==> config.mk <==
export PLATFORM = sky130hd
export DESIGN_NAME = sample_buffer_arbiter
export DESIGN_NICKNAME = d
export VERILOG_FILES = /design/src/rtl/sample_buffer_arbiter.sv
export SDC_FILE = /design/constraint.sdc
export NUM_CORES = 1
export LEC_CHECK = 0
export CAP_MARGIN = 20
export CORE_ASPECT_RATIO = 1.4
export CORE_UTILIZATION = 45
export CTS_CLUSTER_SIZE = 40
export DETAILED_ROUTE_END_ITERATION = 8
export PLACE_DENSITY = 0.75
export SLEW_MARGIN = 20
export SYNTH_ARGS = -nofsm -noshare
export SYNTH_HDL_FRONTEND = slang
export SYNTH_SLANG_ARGS = --single-unit
==> constraint.sdc <==
create_clock -name clock -period 3.7 [get_ports clock]
set_input_delay 0.74 -clock clock [delete_from_list [all_inputs] [get_ports clock]]
set_output_delay 0.74 -clock clock [all_outputs]
set_load 0.005 [all_outputs]
==> src/rtl/sample_buffer_arbiter.sv <==
`default_nettype none
// ============================================================================
// Module   : sample_buffer_arbiter
// Purpose  : Shares the single-port sample RAM between the writer and the
//            reader. Arbitration is round-robin by default; defining
//            SBA_WRITE_PRIORITY_EN gives the writer fixed priority instead.
// Revision : 1.0
// ============================================================================
module sample_buffer_arbiter #(
    parameter int DEPTH   = 62500,
    parameter int ADDR_W  = 16,
    parameter int DATA_W  = 16,
    parameter int MEM_LAT = 1
) (
    input  logic              clock,
    input  logic              reset,
    input  logic              enable,
    input  logic              wr_req,
    input  logic [DATA_W-1:0] wr_data,
    output logic              wr_ack,
    input  logic              rd_req,
    output logic [DATA_W-1:0] rd_data,
    output logic              rd_valid,
    output logic              mem_en,
    output logic              mem_we,
    output logic [ADDR_W-1:0] mem_addr,
    output logic [DATA_W-1:0] mem_wdata,
    input  logic [DATA_W-1:0] mem_rdata,
    output logic [ADDR_W-1:0] count,
    output logic              full,
    output logic              empty,
    output logic              overflow,
    output logic              underrun
);

    typedef enum logic [1:0] {
        S_IDLE  = 2'd0,
        S_WRITE = 2'd1,
        S_READ  = 2'd2,
        S_RWAIT = 2'd3
    } state_t;

    localparam logic [ADDR_W-1:0] c_last_addr = ADDR_W'(DEPTH - 1);
    localparam logic [ADDR_W-1:0] c_depth     = ADDR_W'(DEPTH);
    localparam logic [ADDR_W-1:0] c_one       = ADDR_W'(1);
    localparam logic [1:0]        c_lat_last  = 2'(MEM_LAT - 1);

    state_t              r_state;
    state_t              w_next_state;
    logic [ADDR_W-1:0]   r_wr_ptr;
    logic [ADDR_W-1:0]   r_rd_ptr;
    logic [ADDR_W-1:0]   r_count;
    logic                r_wr_pend;
    logic                r_rd_pend;
    logic [DATA_W-1:0]   r_wbuf;
    logic [1:0]          r_lat_cnt;
    logic [DATA_W-1:0]   r_rd_data;
    logic                r_rd_valid;
    logic                r_overflow;
    logic                r_underrun;
`ifndef SBA_WRITE_PRIORITY_EN
    logic                r_last_grant;
`endif

    logic                w_full;
    logic                w_empty;
    logic                w_wr_take;
    logic                w_wr_dup;
    logic                w_rd_take;
    logic                w_rd_busy;
    logic                w_wr_pending;
    logic                w_rd_pending;
    logic                w_lat_done;
    logic                w_do_write;
    logic                w_do_read;

    assign w_full     = (r_count == c_depth);
    assign w_empty    = (r_count == '0);
    assign w_rd_busy  = (r_state == S_READ) || (r_state == S_RWAIT);
    assign w_wr_dup   = wr_req && enable && (r_wr_pend || (r_state == S_WRITE));
    assign w_wr_take  = wr_req && enable && !r_wr_pend && (r_state != S_WRITE);
    assign w_rd_take  = rd_req && enable && !r_rd_pend && !w_rd_busy;
    // Same-cycle strobes count as pending so an idle arbiter grants immediately.
    assign w_wr_pending = enable && (r_wr_pend || w_wr_take);
    assign w_rd_pending = enable && (r_rd_pend || w_rd_take);
    assign w_lat_done = (r_lat_cnt == c_lat_last);
    assign w_do_write = (r_state == S_WRITE) && !w_full;
    assign w_do_read  = (r_state == S_READ) && !w_empty;

    always_comb begin
        w_next_state = r_state;
        case (r_state)
            S_IDLE: begin
`ifdef SBA_WRITE_PRIORITY_EN
                if (w_wr_pending)
                    w_next_state = S_WRITE;
                else if (w_rd_pending)
                    w_next_state = S_READ;
`else
                if (w_wr_pending && w_rd_pending)
                    w_next_state = r_last_grant ? S_WRITE : S_READ;
                else if (w_wr_pending)
                    w_next_state = S_WRITE;
                else if (w_rd_pending)
                    w_next_state = S_READ;
`endif
            end
            S_WRITE: w_next_state = S_IDLE;
            S_READ:  w_next_state = S_RWAIT;
            S_RWAIT: if (w_lat_done) w_next_state = S_IDLE;
            default: w_next_state = S_IDLE;
        endcase
    end

    always_comb begin
        mem_en    = w_do_write || w_do_read;
        mem_we    = w_do_write;
        mem_addr  = '0;
        mem_wdata = '0;
        if (w_do_write) begin
            mem_addr  = r_wr_ptr;
            mem_wdata = r_wbuf;
        end else if (w_do_read) begin
            mem_addr  = r_rd_ptr;
        end
    end

    always_ff @(posedge clock) begin
        if (!reset) begin
            r_state      <= S_IDLE;
            r_wr_ptr     <= '0;
            r_rd_ptr     <= '0;
            r_count      <= '0;
            r_wr_pend    <= 1'b0;
            r_rd_pend    <= 1'b0;
            r_wbuf       <= '0;
            r_lat_cnt    <= '0;
            r_rd_data    <= '0;
            r_rd_valid   <= 1'b0;
            r_overflow   <= 1'b0;
            r_underrun   <= 1'b0;
`ifndef SBA_WRITE_PRIORITY_EN
            r_last_grant <= 1'b0;
`endif
        end else begin
            r_state    <= w_next_state;
            r_rd_valid <= 1'b0;

            if (!enable) begin
                r_wr_pend <= 1'b0;
                r_rd_pend <= 1'b0;
            end else begin
                if (w_wr_take) begin
                    r_wr_pend <= 1'b1;
                    r_wbuf    <= wr_data;
                end
                if (w_rd_take)
                    r_rd_pend <= 1'b1;
            end
            if (w_wr_dup)
                r_overflow <= 1'b1;

            case (r_state)
                S_IDLE: begin
`ifndef SBA_WRITE_PRIORITY_EN
                    if (w_next_state == S_WRITE)
                        r_last_grant <= 1'b0;
                    else if (w_next_state == S_READ)
                        r_last_grant <= 1'b1;
`endif
                end
                S_WRITE: begin
                    r_wr_pend <= 1'b0;
                    if (w_full) begin
                        r_overflow <= 1'b1;
                    end else begin
                        r_wr_ptr <= (r_wr_ptr == c_last_addr) ? '0 : r_wr_ptr + c_one;
                        r_count  <= r_count + c_one;
                    end
                end
                S_READ: begin
                    r_rd_pend <= 1'b0;
                    r_lat_cnt <= '0;
                    // An empty read still walks through RWAIT but returns zero at once.
                    if (w_empty) begin
                        r_underrun <= 1'b1;
                        r_rd_data  <= '0;
                        r_rd_valid <= 1'b1;
                    end
                end
                S_RWAIT: begin
                    r_lat_cnt <= r_lat_cnt + 2'd1;
                    if (w_lat_done && !w_empty) begin
                        r_rd_data  <= mem_rdata;
                        r_rd_valid <= 1'b1;
                        r_rd_ptr   <= (r_rd_ptr == c_last_addr) ? '0 : r_rd_ptr + c_one;
                        r_count    <= r_count - c_one;
                    end
                end
                default: ;
            endcase
        end
    end

    assign wr_ack   = w_do_write;
    assign rd_data  = r_rd_data;
    assign rd_valid = r_rd_valid;
    assign count    = r_count;
    assign full     = w_full;
    assign empty    = w_empty;
    assign overflow = r_overflow;
    assign underrun = r_underrun;

endmodule
`default_nettype wire

# Yosys cells after proc, flatten, opt, wreduce, memory -nomap -nowiden

Index checks and enable logic that the tools add are counted.
Widths: inputs -> output; s select.

Flip-flop bits (word level): 90
Input port bits: 37

Add/subtract/negate cells: 5
Equal/unequal tests: 12
Muxes and demuxes: 26
Bitwise operators: 3
Reduce and logical (&&, ||, !) cells: 38

Operators with widths:

| cell                  | count |
|---|---|
| $mux 16               | 9 |
| $pmux 16 s2           | 2 |
| $add 16x1->16 const B | 3 |
| $eq 16x16->1 const B  | 3 |
| $logic_not 16->1      | 1 |
| $sub 16x1->16 const B | 1 |
| $logic_and 1x1->1     | 13 |
| $mux 2                | 5 |
| $reduce_and 2->1      | 5 |
| $pmux 2 s4            | 1 |
| $mux 1                | 7 |
| $eq 2x2->1 const B    | 3 |
| $reduce_and 3->1      | 2 |
| $reduce_bool 2->1     | 3 |
| $reduce_or 3->1       | 2 |
| $logic_not 1->1       | 5 |
| $logic_or 1x1->1      | 5 |
| $eq 2x1->1 const B    | 2 |
| $logic_not 2->1       | 2 |
| $ne 2x1->1 const B    | 2 |
| $ne 2x2->1 const B    | 2 |
| $pmux 2 s2            | 1 |
| $not 1->1             | 3 |
| $add 2x1->2 const B   | 1 |
| $pmux 1 s2            | 1 |

# Depth between registers and ports, before layout

Word-level depth: 13
Gate-level depth with buffers: 11
Gate-level depth less buffers: 9

# Worst setup path before layout

Ideal clock, no wire load.

Kind: flip-flop to output port
Start: register r_count[6] (netlist: count[6])
End: output mem_addr[10]
Arrival time: 2.281 ns
Data required time: 2.960 ns
Path slack: 0.679 ns
Stages on the path, launching flop included: 9
Path buffers: 3
Cells stage by stage: dfxtp_1 -> or4_4 -> or4_1 -> buf_4 -> nand2_8 -> inv_4 -> buf_6 -> buf_2 -> a22o_1

RTL lines:

| what                   | line | text |
|---|---|---|
| start, declared        | 52   | `logic [ADDR_W-1:0] r_count;` |
| start signal, assigned | 178  | `r_count <= r_count + c_one;` |
| start signal, assigned | 197  | `r_count <= r_count - c_one;` |
| $eq 16x16->1           | 77   | `assign w_full = (r_count == c_depth);` |
| $logic_not 1->1        | 87   | `assign w_do_write = (r_state == S_WRITE) && !w_full;` |
| $logic_and 1x1->1      | 87   |  |
| net mem_we             | 25   | `output logic mem_we,` |
| $mux 16                | 120  | `if (w_do_write) begin` |
| end, declared          | 26   | `output logic [ADDR_W-1:0] mem_addr,` |

The timed path passes the listed nets, and every way through them passes these cells.

# Worst setup path in the final report

Start: register r_count[6] (netlist: count[6])
End: output mem_addr[2]

Word-level cells in the longest chain between the ends: 5

Ends and longest elaborated chain:

| what              | line | text |
|---|---|---|
| $logic_not 16->1  | 78   | `assign w_empty = (r_count == '0);` |
| $logic_not 1->1   | 88   | `assign w_do_read = (r_state == S_READ) && !w_empty;` |
| $logic_and 1x1->1 | 88   |  |
| $mux 16           | 123  | `end else if (w_do_read) begin` |
| $mux 16 (*)       | 120  |  |

Every way passes the cells marked *; elsewhere a longest branch is shown, timed or not.

==> impl_results.md <==
- Status: finished, final reports clean
- Sw power: 0.000558 W
- R2R cell count: 9
- # setup viols final: 0
- All-layer global routing usage: 25.6%
- Slowest CP cell: or4_4
- Worst-margin pin slew: 0.957 ns
- Final ANT Viol Nets: 0
- Slew Viols, Final: 0
- # fillers: 912
- Clock transition at path regs: 0.06 ns
- Vias/cell: 5.77
- Cell family with most CP delay: simple AND/OR/NAND/NOR gates
- Worst vdd ir: 0.230 mV
- Die Ht: 122 µm
- H-tree levels: 3
- WL final: 13200 µm
- Mapped Cells: 575
- Row count: 43
- CTS Buffer Depth: 2
- Sw Share: 25.3%
- Total negative slack: 0 ns
- Wire length per cell: 16.3 µm
- RSZ-0062 raised after global routing: no
- Global-route wire length before repair: 21500 µm
- Syn nets: 617
- CTS Sinks: 90
- HPWL Detailed: 9380 µm
- Pre-Repair DR Iteration Count: 5
- Critical path class: flop to output pin
- Endpoint class of the critical path: output pin
- Final WS setup: 0.0847 ns
- CORE AREA: 9950 µm²
- Distinct cells, synth: 51
- Final #Nets: 713
- Data required, critical path: 2.96 ns
- Sequential share of power: 45.7%
- CTS Hold Bufs: 0
- Die width: 87.5 µm
- Worst slew margin: 35.8%
- Initial antenna violation count: 0
- Hold Crit Class: flop to flop
- Main synth FF type: dfxtp_1
- Crit path max fanout: 42
- Clk_skew: 0.00648 ns
- Largest net degree at the start of global routing: 55
- Gr ovfl total: 0
- Power share of the combinational group: 11.6%
- F_max: 0.277 GHz
- Vias: 4679
- Bufs and invs on worst path: 2
- YS warnings: 0
- CP most frequent cell: or4_4
- Internal Dissipation: 0.00165 W
- Hold depth: 2
- Syn Area/Cell: 8.01 µm²
- Post-synthesis sequential area ratio: 39.1%
- CTS Buf Count: 9
- Antenna cells: 0
- Critical-path cell list: or4_4 > or4_4 > nand2_8 > inv_8 > a22o_1 > clkdlybuf4s50_1
- PwrDens: 359 nW/µm²
- Fin. Hold Viols: 0
- Routability cong.: 0.882
- Root buffer cell: clkbuf_16
- Max Cap Violations: 0
- Effective utilization at floorplan: 46.2%
- Crit share post-route: 97.7%
- Min Tclk post-route: 3.62 ns
- Worst path max stage delay: 0.60 ns
- Dpl ws: 0.256 ns
- Kind of start point of the critical path: flop
- Layout cells sized above 1: 7.40%
- CTS tree: built
- Asr flop ratio synth: 0%
- Area grow syn2layout: 33.5%
- Clk network pwr share: 42.7%
- Post-synth EDFFs: 0
- Total die area: 10600 µm²
- Leak: 2.23 nW
- DRC violations left: 0
- Critical path arrival: 2.88 ns
- WP depth: 6
- # IOs: 109
- Seq cells post-synth: 90
- Port bufs: 108
- Vias in the first global route: 4438
- Worst skew pair latency: 0.34 ns
- Syn Std Cell Area: 4600 µm²
- Drt first-iter violations: 363
-- cell type report --
class | count | area [µm²] | area share [%]
Clock inverter | 6 | 71.3 | 1.16
Multi-Input combinational cell | 434 | 2600 | 42.4
Inverter | 11 | 48.8 | 0.794
Clock buffer | 10 | 239 | 3.89
Timing Repair Buffer | 125 | 1210 | 19.7
Tap cell | 135 | 169 | 2.75
Sequential cell | 90 | 1800 | 29.3
-- metrics by stage --
stage,std cells,total power (W),hold slack [ns],cell area (µm²),util [%]
detailed placement,795,0.00128,0.439,5820,58.5
global placement,795,0.00128,0.433,5820,58.4
floorplan,575,0.00117,0.432,4600,-
CTS,811,0.00223,0.447,6140,61.7
global route,811,0.00230,0.465,6140,61.7
finish,811,0.00221,0.444,6140,61.7
-- cells by family (layout without fill, tap and decap cells) --
kind of cell | Yosys count | after routing | synth area share (%)
buf+inv | 51 | 152 | 4.62
mux | 4 | 4 | 0.924
compound gates | 108 | 108 | 14.8
flops | 90 | 90 | 39.1
simple gates | 278 | 278 | 31.7
fa+ha+maj | 5 | 5 | 1.36
xor+xnor | 39 | 39 | 7.42
-- power groups by stage --
stage,clock [W],combinational (W),sequential [W]
finish,0.000943,0.000256,0.00101
global route,0.00100,0.000282,0.00101
CTS,0.000963,0.000255,0.00101
detailed placement,0,0.000253,0.00103
global placement,0,0.000248,0.00103
floorplan,0,0.000149,0.00103
-- Yosys cell counts, types with 10 or more instances --
| library cell | n | area [µm²] |
|---|---|---|
| xnor2_1 | 11 | 96.3 |
| o21ai_0 | 11 | 55.1 |
| a22o_1 | 16 | 140 |
| a21oi_1 | 47 | 235 |
| o21ai_1 | 11 | 55.1 |
| nor3_1 | 18 | 90.1 |
| clkbuf_1 | 34 | 128 |
| xor2_1 | 28 | 245 |
| and3_1 | 26 | 163 |
| nand2_1 | 69 | 259 |
| nor2_1 | 59 | 221 |
| dfxtp_1 | 90 | 1800 |
| nand3_1 | 12 | 60.1 |
| nand4_1 | 37 | 231 |
| or3_1 | 10 | 62.6 |
-- registers in the layout, indices dropped and copies added, names as in the netlist, 2 cells and up --
name / count
rd_data: 16
r_rd_ptr: 16
count: 16
r_lat_cnt: 2
r_wbuf: 16
r_state: 2
r_wr_ptr: 16
-- placed cells by master (no fill, tap or decap), types with 3 or more instances in the layout --
master	instances
clkdlybuf4s50_1	108
ha_1	5
a22o_1	16
nor3_1	17
o22ai_2	3
nand4_1	37
xor2_1	28
and4_1	5
o22ai_1	4
and3_1	26
a21oi_1	46
and2_1	6
dfxtp_1	89
nand2_1	69
nor2b_1	3
nor4_1	6
or3_1	10
or4_1	8
xnor2_1	11
o21a_1	6
inv_1	9
buf_4	17
o21ai_1	11
nor4b_1	7
nor2_1	58
nor3b_1	3
nand3_1	12
o21ai_0	11
clkbuf_16	9
-- tightest hold or removal path: cells and delay by family (launching register included) --
family          cells  cell delay (ns)
buf+inv             1             0.04
compound gates      1             0.05
flops               1             0.31
-- what timing repair did --
action / 4_1_cts / 5_1_grt
endpoints found under the setup margin: 15 / 16
buffers inserted: 0 / 0
gates resized for setup: 3 / 2
pin swaps: 0 / 0
hold endpoints to repair: 0 / 0
-- final timing paths --
kind	end	slack, ns	from
setup reg to reg	count[14]	0.82	r_state[1]
setup / recovery	mem_addr[2]	0.08	count[6]
hold / removal	overflow	0.44	overflow
hold reg to reg	overflow	0.44	overflow
-- layer usage --
metal  global-route usage [%]  part of all wire [%]  wire length, µm  up-vias
li1                         -                     -                -     2257
met1                     30.1                    40             5220     2183
met2                     44.5                    51             6710      196
met3                     4.47                   5.9              777       43
met4                     12.7                   3.6              481        0
met5                        0                     0                0        -
(Power assumes the default switching activity.)
